`src/rtl/seg_pkg.sv`:
```
`default_nettype none
// ============================================================================
//  Module      : seg_pkg
//  Description : Shared types, defaults and helpers for the seven-segment
//                display scanner and its sequential binary-to-BCD converter.
//  Revision    : 1.0 - initial release
// ============================================================================
package seg_pkg;

    // Default number of display digits.
    localparam int DEFAULT_DIGITS = 4;

    // One BCD digit.
    typedef logic [3:0] bcd_t;

    // Converter state encoding (explicit 2-bit width).
    typedef enum logic [1:0] {
        IDLE   = 2'd0,
        SHIFT  = 2'd1,
        COMMIT = 2'd2
    } conv_state_t;

    // Largest value representable on the display: 10**digits - 1.
    // Bounded loop so it stays a legal constant function for up to 8 digits.
    function automatic int unsigned max_value(input int unsigned digits);
        int unsigned v;
        v = 1;
        for (int i = 0; i < 8; i++) begin
            if (i < int'(digits)) begin
                v = v * 10;
            end
        end
        return v - 1;
    endfunction

endpackage : seg_pkg
`default_nettype wire

```
`src/rtl/bin2bcd_seq.sv`:
```
`default_nettype none
// ============================================================================
//  Module      : bin2bcd_seq
//  Description : Sequential double-dabble binary-to-BCD converter with a
//                valid/ready input handshake and saturation at the display
//                maximum. Produces a one-cycle done pulse when the BCD result
//                is final.
//  Revision    : 1.0 - initial release
// ============================================================================
module bin2bcd_seq
    import seg_pkg::*;
#(
    parameter int DIGITS = DEFAULT_DIGITS,
    parameter int BIN_W  = $clog2(10**DIGITS)
) (
    input  logic                  clk,
    input  logic                  rst,
    input  logic [BIN_W-1:0]      in_value,
    input  logic                  in_valid,
    output logic                  in_ready,
    output logic [4*DIGITS-1:0]   bcd,
    output logic                  sat,
    output logic                  done
);

    localparam int               BCD_W   = 4 * DIGITS;
    localparam int               CNT_W   = $clog2(BIN_W + 1);
    localparam logic [BIN_W-1:0] MAX_VAL = BIN_W'(max_value(DIGITS));
    localparam logic [CNT_W-1:0] LAST_SH = CNT_W'(BIN_W - 1);

    conv_state_t        state_q, state_d;
    logic [BIN_W-1:0]   bin_q,   bin_d;
    logic [BCD_W-1:0]   bcd_q,   bcd_d;
    logic [CNT_W-1:0]   sh_cnt_q, sh_cnt_d;
    logic               sat_q,   sat_d;

    logic [BCD_W-1:0]   w_adj;
    bcd_t               w_nib;

    // Add-3 correction on every nibble that would overflow past 9 when doubled.
    always_comb begin
        w_adj = '0;
        w_nib = '0;
        for (int i = 0; i < DIGITS; i++) begin
            w_nib = bcd_q[4*i +: 4];
            w_adj[4*i +: 4] = (w_nib >= 4'd5) ? (w_nib + 4'd3) : w_nib;
        end
    end

    // Converter next-state: accept/saturate in IDLE, shift BIN_W times, commit.
    always_comb begin
        state_d  = state_q;
        bin_d    = bin_q;
        bcd_d    = bcd_q;
        sh_cnt_d = sh_cnt_q;
        sat_d    = sat_q;
        case (state_q)
            IDLE: begin
                if (in_valid) begin
                    if (in_value > MAX_VAL) begin
                        bin_d = MAX_VAL;
                        sat_d = 1'b1;
                    end else begin
                        bin_d = in_value;
                        sat_d = 1'b0;
                    end
                    bcd_d    = '0;
                    sh_cnt_d = '0;
                    state_d  = SHIFT;
                end
            end
            SHIFT: begin
                // The adjusted MSB is always zero because the value is bounded.
                {bcd_d, bin_d} = {w_adj[BCD_W-2:0], bin_q, 1'b0};
                sh_cnt_d       = sh_cnt_q + 1'b1;
                if (sh_cnt_q == LAST_SH) begin
                    state_d = COMMIT;
                end
            end
            COMMIT: begin
                state_d = IDLE;
            end
            default: begin
                state_d = IDLE;
            end
        endcase
    end

    // Converter state registers; reset discards any conversion in flight.
    always_ff @(posedge clk) begin
        if (rst) begin
            state_q  <= IDLE;
            bin_q    <= '0;
            bcd_q    <= '0;
            sh_cnt_q <= '0;
            sat_q    <= 1'b0;
        end else begin
            state_q  <= state_d;
            bin_q    <= bin_d;
            bcd_q    <= bcd_d;
            sh_cnt_q <= sh_cnt_d;
            sat_q    <= sat_d;
        end
    end

    assign in_ready = (state_q == IDLE);
    assign done     = (state_q == COMMIT);
    assign bcd      = bcd_q;
    assign sat      = sat_q;

endmodule : bin2bcd_seq
`default_nettype wire

```
`src/rtl/seg_display_scanner.sv`:
```
`default_nettype none
// ============================================================================
//  Module      : seg_display_scanner
//  Description : Converts an accepted binary value to BCD, holds it in a
//                display register and time-multiplexes the digits onto a
//                shared digit bus with an active-low one-hot anode select.
//                Optional leading-zero blanking.
//  Revision    : 1.0 - initial release
// ============================================================================
module seg_display_scanner
    import seg_pkg::*;
#(
    parameter  int DIGITS      = DEFAULT_DIGITS,
    parameter  int REFRESH_DIV = 100000,
    parameter  int LZ_BLANK    = 1,
    localparam int BIN_W       = $clog2(10**DIGITS)
) (
    input  logic               clk,
    input  logic               rst,
    input  logic [BIN_W-1:0]   in_value,
    input  logic               in_valid,
    output logic               in_ready,
    output logic               overflow,
    output logic [3:0]         digit,
    output logic [DIGITS-1:0]  an
);

    localparam int                BCD_W     = 4 * DIGITS;
    localparam int                CNT_W     = $clog2(REFRESH_DIV);
    localparam int                IDX_W     = (DIGITS > 1) ? $clog2(DIGITS) : 1;
    localparam logic [CNT_W-1:0]  CNT_LAST  = CNT_W'(REFRESH_DIV - 1);
    localparam logic [IDX_W-1:0]  IDX_LAST  = IDX_W'(DIGITS - 1);
    // Mask of an all-zero display: every slot above digit 0 blanked.
    localparam logic [DIGITS-1:0] BLANK_RST = (LZ_BLANK != 0) ? ~DIGITS'(1) : '0;

    logic [BCD_W-1:0]   w_bcd;
    logic               w_sat;
    logic               w_done;
    logic [DIGITS-1:0]  w_blank;
    logic               w_zero_run;

    logic [CNT_W-1:0]   cnt_q,   cnt_d;
    logic [IDX_W-1:0]   idx_q,   idx_d;
    logic [BCD_W-1:0]   disp_q,  disp_d;
    logic [DIGITS-1:0]  blank_q, blank_d;
    logic               ovf_q,   ovf_d;

    bin2bcd_seq #(
        .DIGITS (DIGITS),
        .BIN_W  (BIN_W)
    ) u_conv (
        .clk      (clk),
        .rst      (rst),
        .in_value (in_value),
        .in_valid (in_valid),
        .in_ready (in_ready),
        .bcd      (w_bcd),
        .sat      (w_sat),
        .done     (w_done)
    );

    // Leading-zero mask of the fresh result: slot i>0 blanks when it and all above are zero.
    always_comb begin
        w_blank    = '0;
        w_zero_run = 1'b1;
        for (int i = DIGITS - 1; i > 0; i--) begin
            w_zero_run = w_zero_run && (w_bcd[4*i +: 4] == 4'd0);
            w_blank[i] = (LZ_BLANK != 0) && w_zero_run;
        end
    end

    // Next-state for the free-running prescaler/scan index and the atomic display commit.
    always_comb begin
        cnt_d   = cnt_q + 1'b1;
        idx_d   = idx_q;
        disp_d  = disp_q;
        blank_d = blank_q;
        ovf_d   = ovf_q;
        if (cnt_q == CNT_LAST) begin
            cnt_d = '0;
            idx_d = (idx_q == IDX_LAST) ? '0 : (idx_q + 1'b1);
        end
        if (w_done) begin
            disp_d  = w_bcd;
            blank_d = w_blank;
            ovf_d   = w_sat;
        end
    end

    // Scanner and display registers.
    always_ff @(posedge clk) begin
        if (rst) begin
            cnt_q   <= '0;
            idx_q   <= '0;
            disp_q  <= '0;
            blank_q <= BLANK_RST;
            ovf_q   <= 1'b0;
        end else begin
            cnt_q   <= cnt_d;
            idx_q   <= idx_d;
            disp_q  <= disp_d;
            blank_q <= blank_d;
            ovf_q   <= ovf_d;
        end
    end

    // Output mux: current slot's digit and its anode, suppressed when blanked.
    always_comb begin
        digit = '0;
        an    = '1;
        for (int i = 0; i < DIGITS; i++) begin
            if (idx_q == IDX_W'(i)) begin
                digit = disp_q[4*i +: 4];
                an[i] = blank_q[i];
            end
        end
    end

    assign overflow = ovf_q;

endmodule : seg_display_scanner
`default_nettype wire

```
`config.mk`:
```
export PLATFORM = sky130hd
export DESIGN_NAME = seg_display_scanner
export DESIGN_NICKNAME = d
export VERILOG_FILES = /design/src/rtl/seg_pkg.sv /design/src/rtl/bin2bcd_seq.sv /design/src/rtl/seg_display_scanner.sv
export SDC_FILE = /design/constraint.sdc
export NUM_CORES = 1
export LEC_CHECK = 0
export BUFFER_PORTS_ARGS = -buffer_cell sky130_fd_sc_hd__buf_2
export CORE_MARGIN = 10
export CORE_UTILIZATION = 60
export DETAILED_ROUTE_END_ITERATION = 16
export GPL_TIMING_DRIVEN = 0
export PLACE_DENSITY = 0.85
export SLEW_MARGIN = 0
export SYNTH_ARGS = -nofsm -noshare
export SYNTH_HDL_FRONTEND = slang
export SYNTH_HIERARCHICAL = 1
export SYNTH_SLANG_ARGS = --single-unit
```
`constraint.sdc`:
```
create_clock -name clk -period 4.2 [get_ports clk]
set_clock_uncertainty 0.2 [all_clocks]
set_input_delay 0.42 -clock clk [delete_from_list [all_inputs] [get_ports clk]]
set_output_delay 0.42 -clock clk [all_outputs]
set_load 0.01 [all_outputs]
```
==> impl_results.md <==
* Fmax at between 400 and 500 MHz
* Flop2flop setup slack at about 2300 ps
* Initial core utilization at 61.8%
* Tot Pwr at 1.51 mW
* PwrDens at around 360 nW/µm²
* CP Max Fanout at 9
* Worst hold slack at between 100 and 150 ps
* Final Non-Filler Cells at 527
* R2R cell count at 6
* Die W at slightly below 100 µm
* Maxcap violations at 0
* Max rail drop VDD at 0.282 mV
* Gr ovfl total at 0
* First-pass GRT wire length at 14400 µm
* Drt via density at around 5.8
* Number of synthesized flops with an enable pin at 0
* Count leader, synth: dfxtp_1
* Clock Root Buffer: clkbuf_8
* FF-to-FF End: cnt_q[8]
* H-Tree Depth at 3
* Final min period at roughly 2400 ps
* Unrepaired setup endpoints after global routing: no
* CTS tree: yes
* Diode count at 0
* Core Box Area at a little under 6000 µm²
* ANT nets after route at 0
* Die area at ~9700 µm²
* Number of global-route vias before repair at ~3100
* Synth Warn # at 6
* Synth Cell Area at between 3000 and 4000 µm²
* Pleak at ~1.6 nW
* Number of setup violations in the final report at 0
* Clk_lat worst skew at approximately 350 ps
* Normalized max-slew margin at between 60% and 70%
* Max-slew violation count at 0
* Worst-path clk slew at 80 ps
* # fillers at 470
* Final Wtd Congestion at 0.839
* # placed instances at approximately 500
* Final Hold Vio Count at 0
* Hold Crit Class: input port to flop
* Hold Crit Endpoint: u_conv/bin_q[2]
* Layout cells sized above 1 at between 15 and 20%
* GR met3 Demand/Resource at 4.37%
* Global Route met1 Usage at between 20% and 30%
* Register area share after synthesis at around two fifths
* Library cells used by synthesis at 49
* Routing usage on met2 at about 28%
* Number of register bits inferred by synthesis at between 70 and 80
* Setup bufs post-CTS at 0
* Final critical-path share of the clock period at roughly three fifths
* Post-synth top cells: dfxtp_1, nor2_1, nand2_1
* DR WL/cell at 15.7 µm
* Post-DP HPWL at 5850 µm
* Fin Setup TNS at 0 ps
* Hold Startpoint: in_value[2]
* Crit path kind: flop to output port
* Worst R2R Start: cnt_q[0]
* Crit path DAT at between 1500 and 2000 ps
* Syn_nets at between 400 and 500
* Post-synth top area cell: dfxtp_1
* Hold Crit Depth at 2
* I/O pin cnt at 27
* Total GRT Usage at 17.7%
* Status: completed
* IO buf count at 26
* Clk sink count at 76
* Layout area overhead at 12.4%
* Pin count of the biggest net entering global routing at 13
* Cts bufs inserted at 9
* Clock buffer depth at 2
* 1st-pass router iterations at 5
* DRC violations left at 0
* Busiest metal layer after global routing: met2
* Main synth FF type: dfxtp_1
* Crit. End Element: output port
* Startpoint Class: flop
* Largest cells by area after synthesis: dfxtp_1, nor2_1, mux2i_1
* Area share of the largest cell type after synthesis at between 40% and 50%
* Row cnt at 28
* Vias at 3046
* Die height at between 90 and 100 µm
* DR iter-0 viols at roughly 180
* Drt total wl at around 8300 µm
* Nets at 479
* Antenna violations before repair at 0
* Crit path required time at 3580 ps
* Post_cts resized at 0
* Synth async-reset ratio at 0%
* Worst slew pin tran at 480 ps
* Hold buffers post-CTS at 0
* Syn_area_per_cell at 8.98 µm²
* Post-synthesis cell count at 410
[cells by family (layout without fill, tap and decap cells)]
family,Yosys count,in the layout,synth area share (%)
adder cells (fa/ha/maj),15,15,5.10
XOR/XNOR,23,23,5.47
buffers and inverters,35,77,4.83
flip-flops,76,76,41.3
multiplexers,24,24,6.59
AND/OR/NAND/NOR,174,174,25.8
AO/OA/AOI/OAI,63,63,10.8
[cell type report]
cell class / count / area [µm²] / share of cell area [%]
Clock buffer: 11 / 131 / 3.18
Clock inverter: 5 / 100 / 2.42
Buffer: 20 / 121 / 2.93
Timing Repair Buffer: 26 / 130 / 3.15
Tap cell: 75 / 93.8 / 2.27
Multi-Input combinational cell: 299 / 1980 / 47.9
Inverter: 15 / 56.3 / 1.36
Sequential cell: 76 / 1520 / 36.8
[through the flow]
| stage | area, µm² | util (%) | setup slack [ps] |
|---|---|---|---|
| after floorplan | 3680 | - | 2300 |
| after global placement | 3910 | 65.6 | 2200 |
| after detailed placement | 3910 | 65.6 | 2150 |
| after CTS | 4140 | 69.5 | 1760 |
| after global routing | 4140 | 69.5 | 1620 |
| final | 4140 | 69.5 | 1760 |
[power breakdown]
| group | switching (mW) | total, mW | internal [mW] |
|---|---|---|---|
| Combinational | 0.0613 | 0.101 | 0.0393 |
| Sequential | 0.0129 | 0.749 | 0.736 |
| Clock | 0.263 | 0.656 | 0.394 |
| Total | 0.337 | 1.51 | 1.17 |
[state kept, by name (all words and copies together), names as in the netlist]
register / count
u_conv/bin_q: 14
u_conv/state_q: 2
cnt_q: 17
idx_q: 2
overflow: 1
disp_q: 16
blank_q: 3
u_conv/sh_cnt_q: 4
u_conv/bcd: 16
u_conv/sat: 1
[per-layer routing]
metal  vias to the layer above  routed length (µm)  share of wire [%]
li1                       1496                   -                  -
met4                         0                 175                2.1
met2                        87                3910                 47
met1                      1441                3770                 46
met5                         -                   0                  0
met3                        22                 415                5.0
[placed cells by master, fill, tap and decap left out, types with 6 or more instances in the layout]
cell type  synthesis  routed
xor2_1             8       8
nor3_1            11      11
buf_2              7      33
inv_1             15      15
ha_1              15      15
nand3_1           12      12
dfxtp_1           76      76
nand2_1           27      27
clkbuf_1           8      10
nor2_1            73      73
xnor2_1           15      15
o21ai_0           19      19
nand2b_1           8       8
mux2i_1           22      22
clkbuf_8           0       9
a222oi_1           6       6
nor4_1             6       6
a21oi_1           23      23
[worst max-delay path by stage]
stage / startpoint / endpoint / slack [ps] / cells after the start
after floorplan: idx_q[1] / digit[0] / 2300 / 6
after global placement: idx_q[1] / digit[0] / 2200 / 7
after detailed placement: idx_q[1] / digit[2] / 2150 / 7
after CTS: idx_q[1] / digit[2] / 1760 / 7
after global routing: idx_q[1] / digit[1] / 1620 / 7
final: idx_q[1] / digit[2] / 1760 / 7
[critical path: stages (launching register included)]
cell and delay, ps:
dfxtp_1 380, inv_1 80, ha_1 270, nand3b_1 200
a21oi_1 170, a21oi_1 70, o21ai_0 160, buf_2 160
Note: power is estimated with default switching activity, not from simulation.
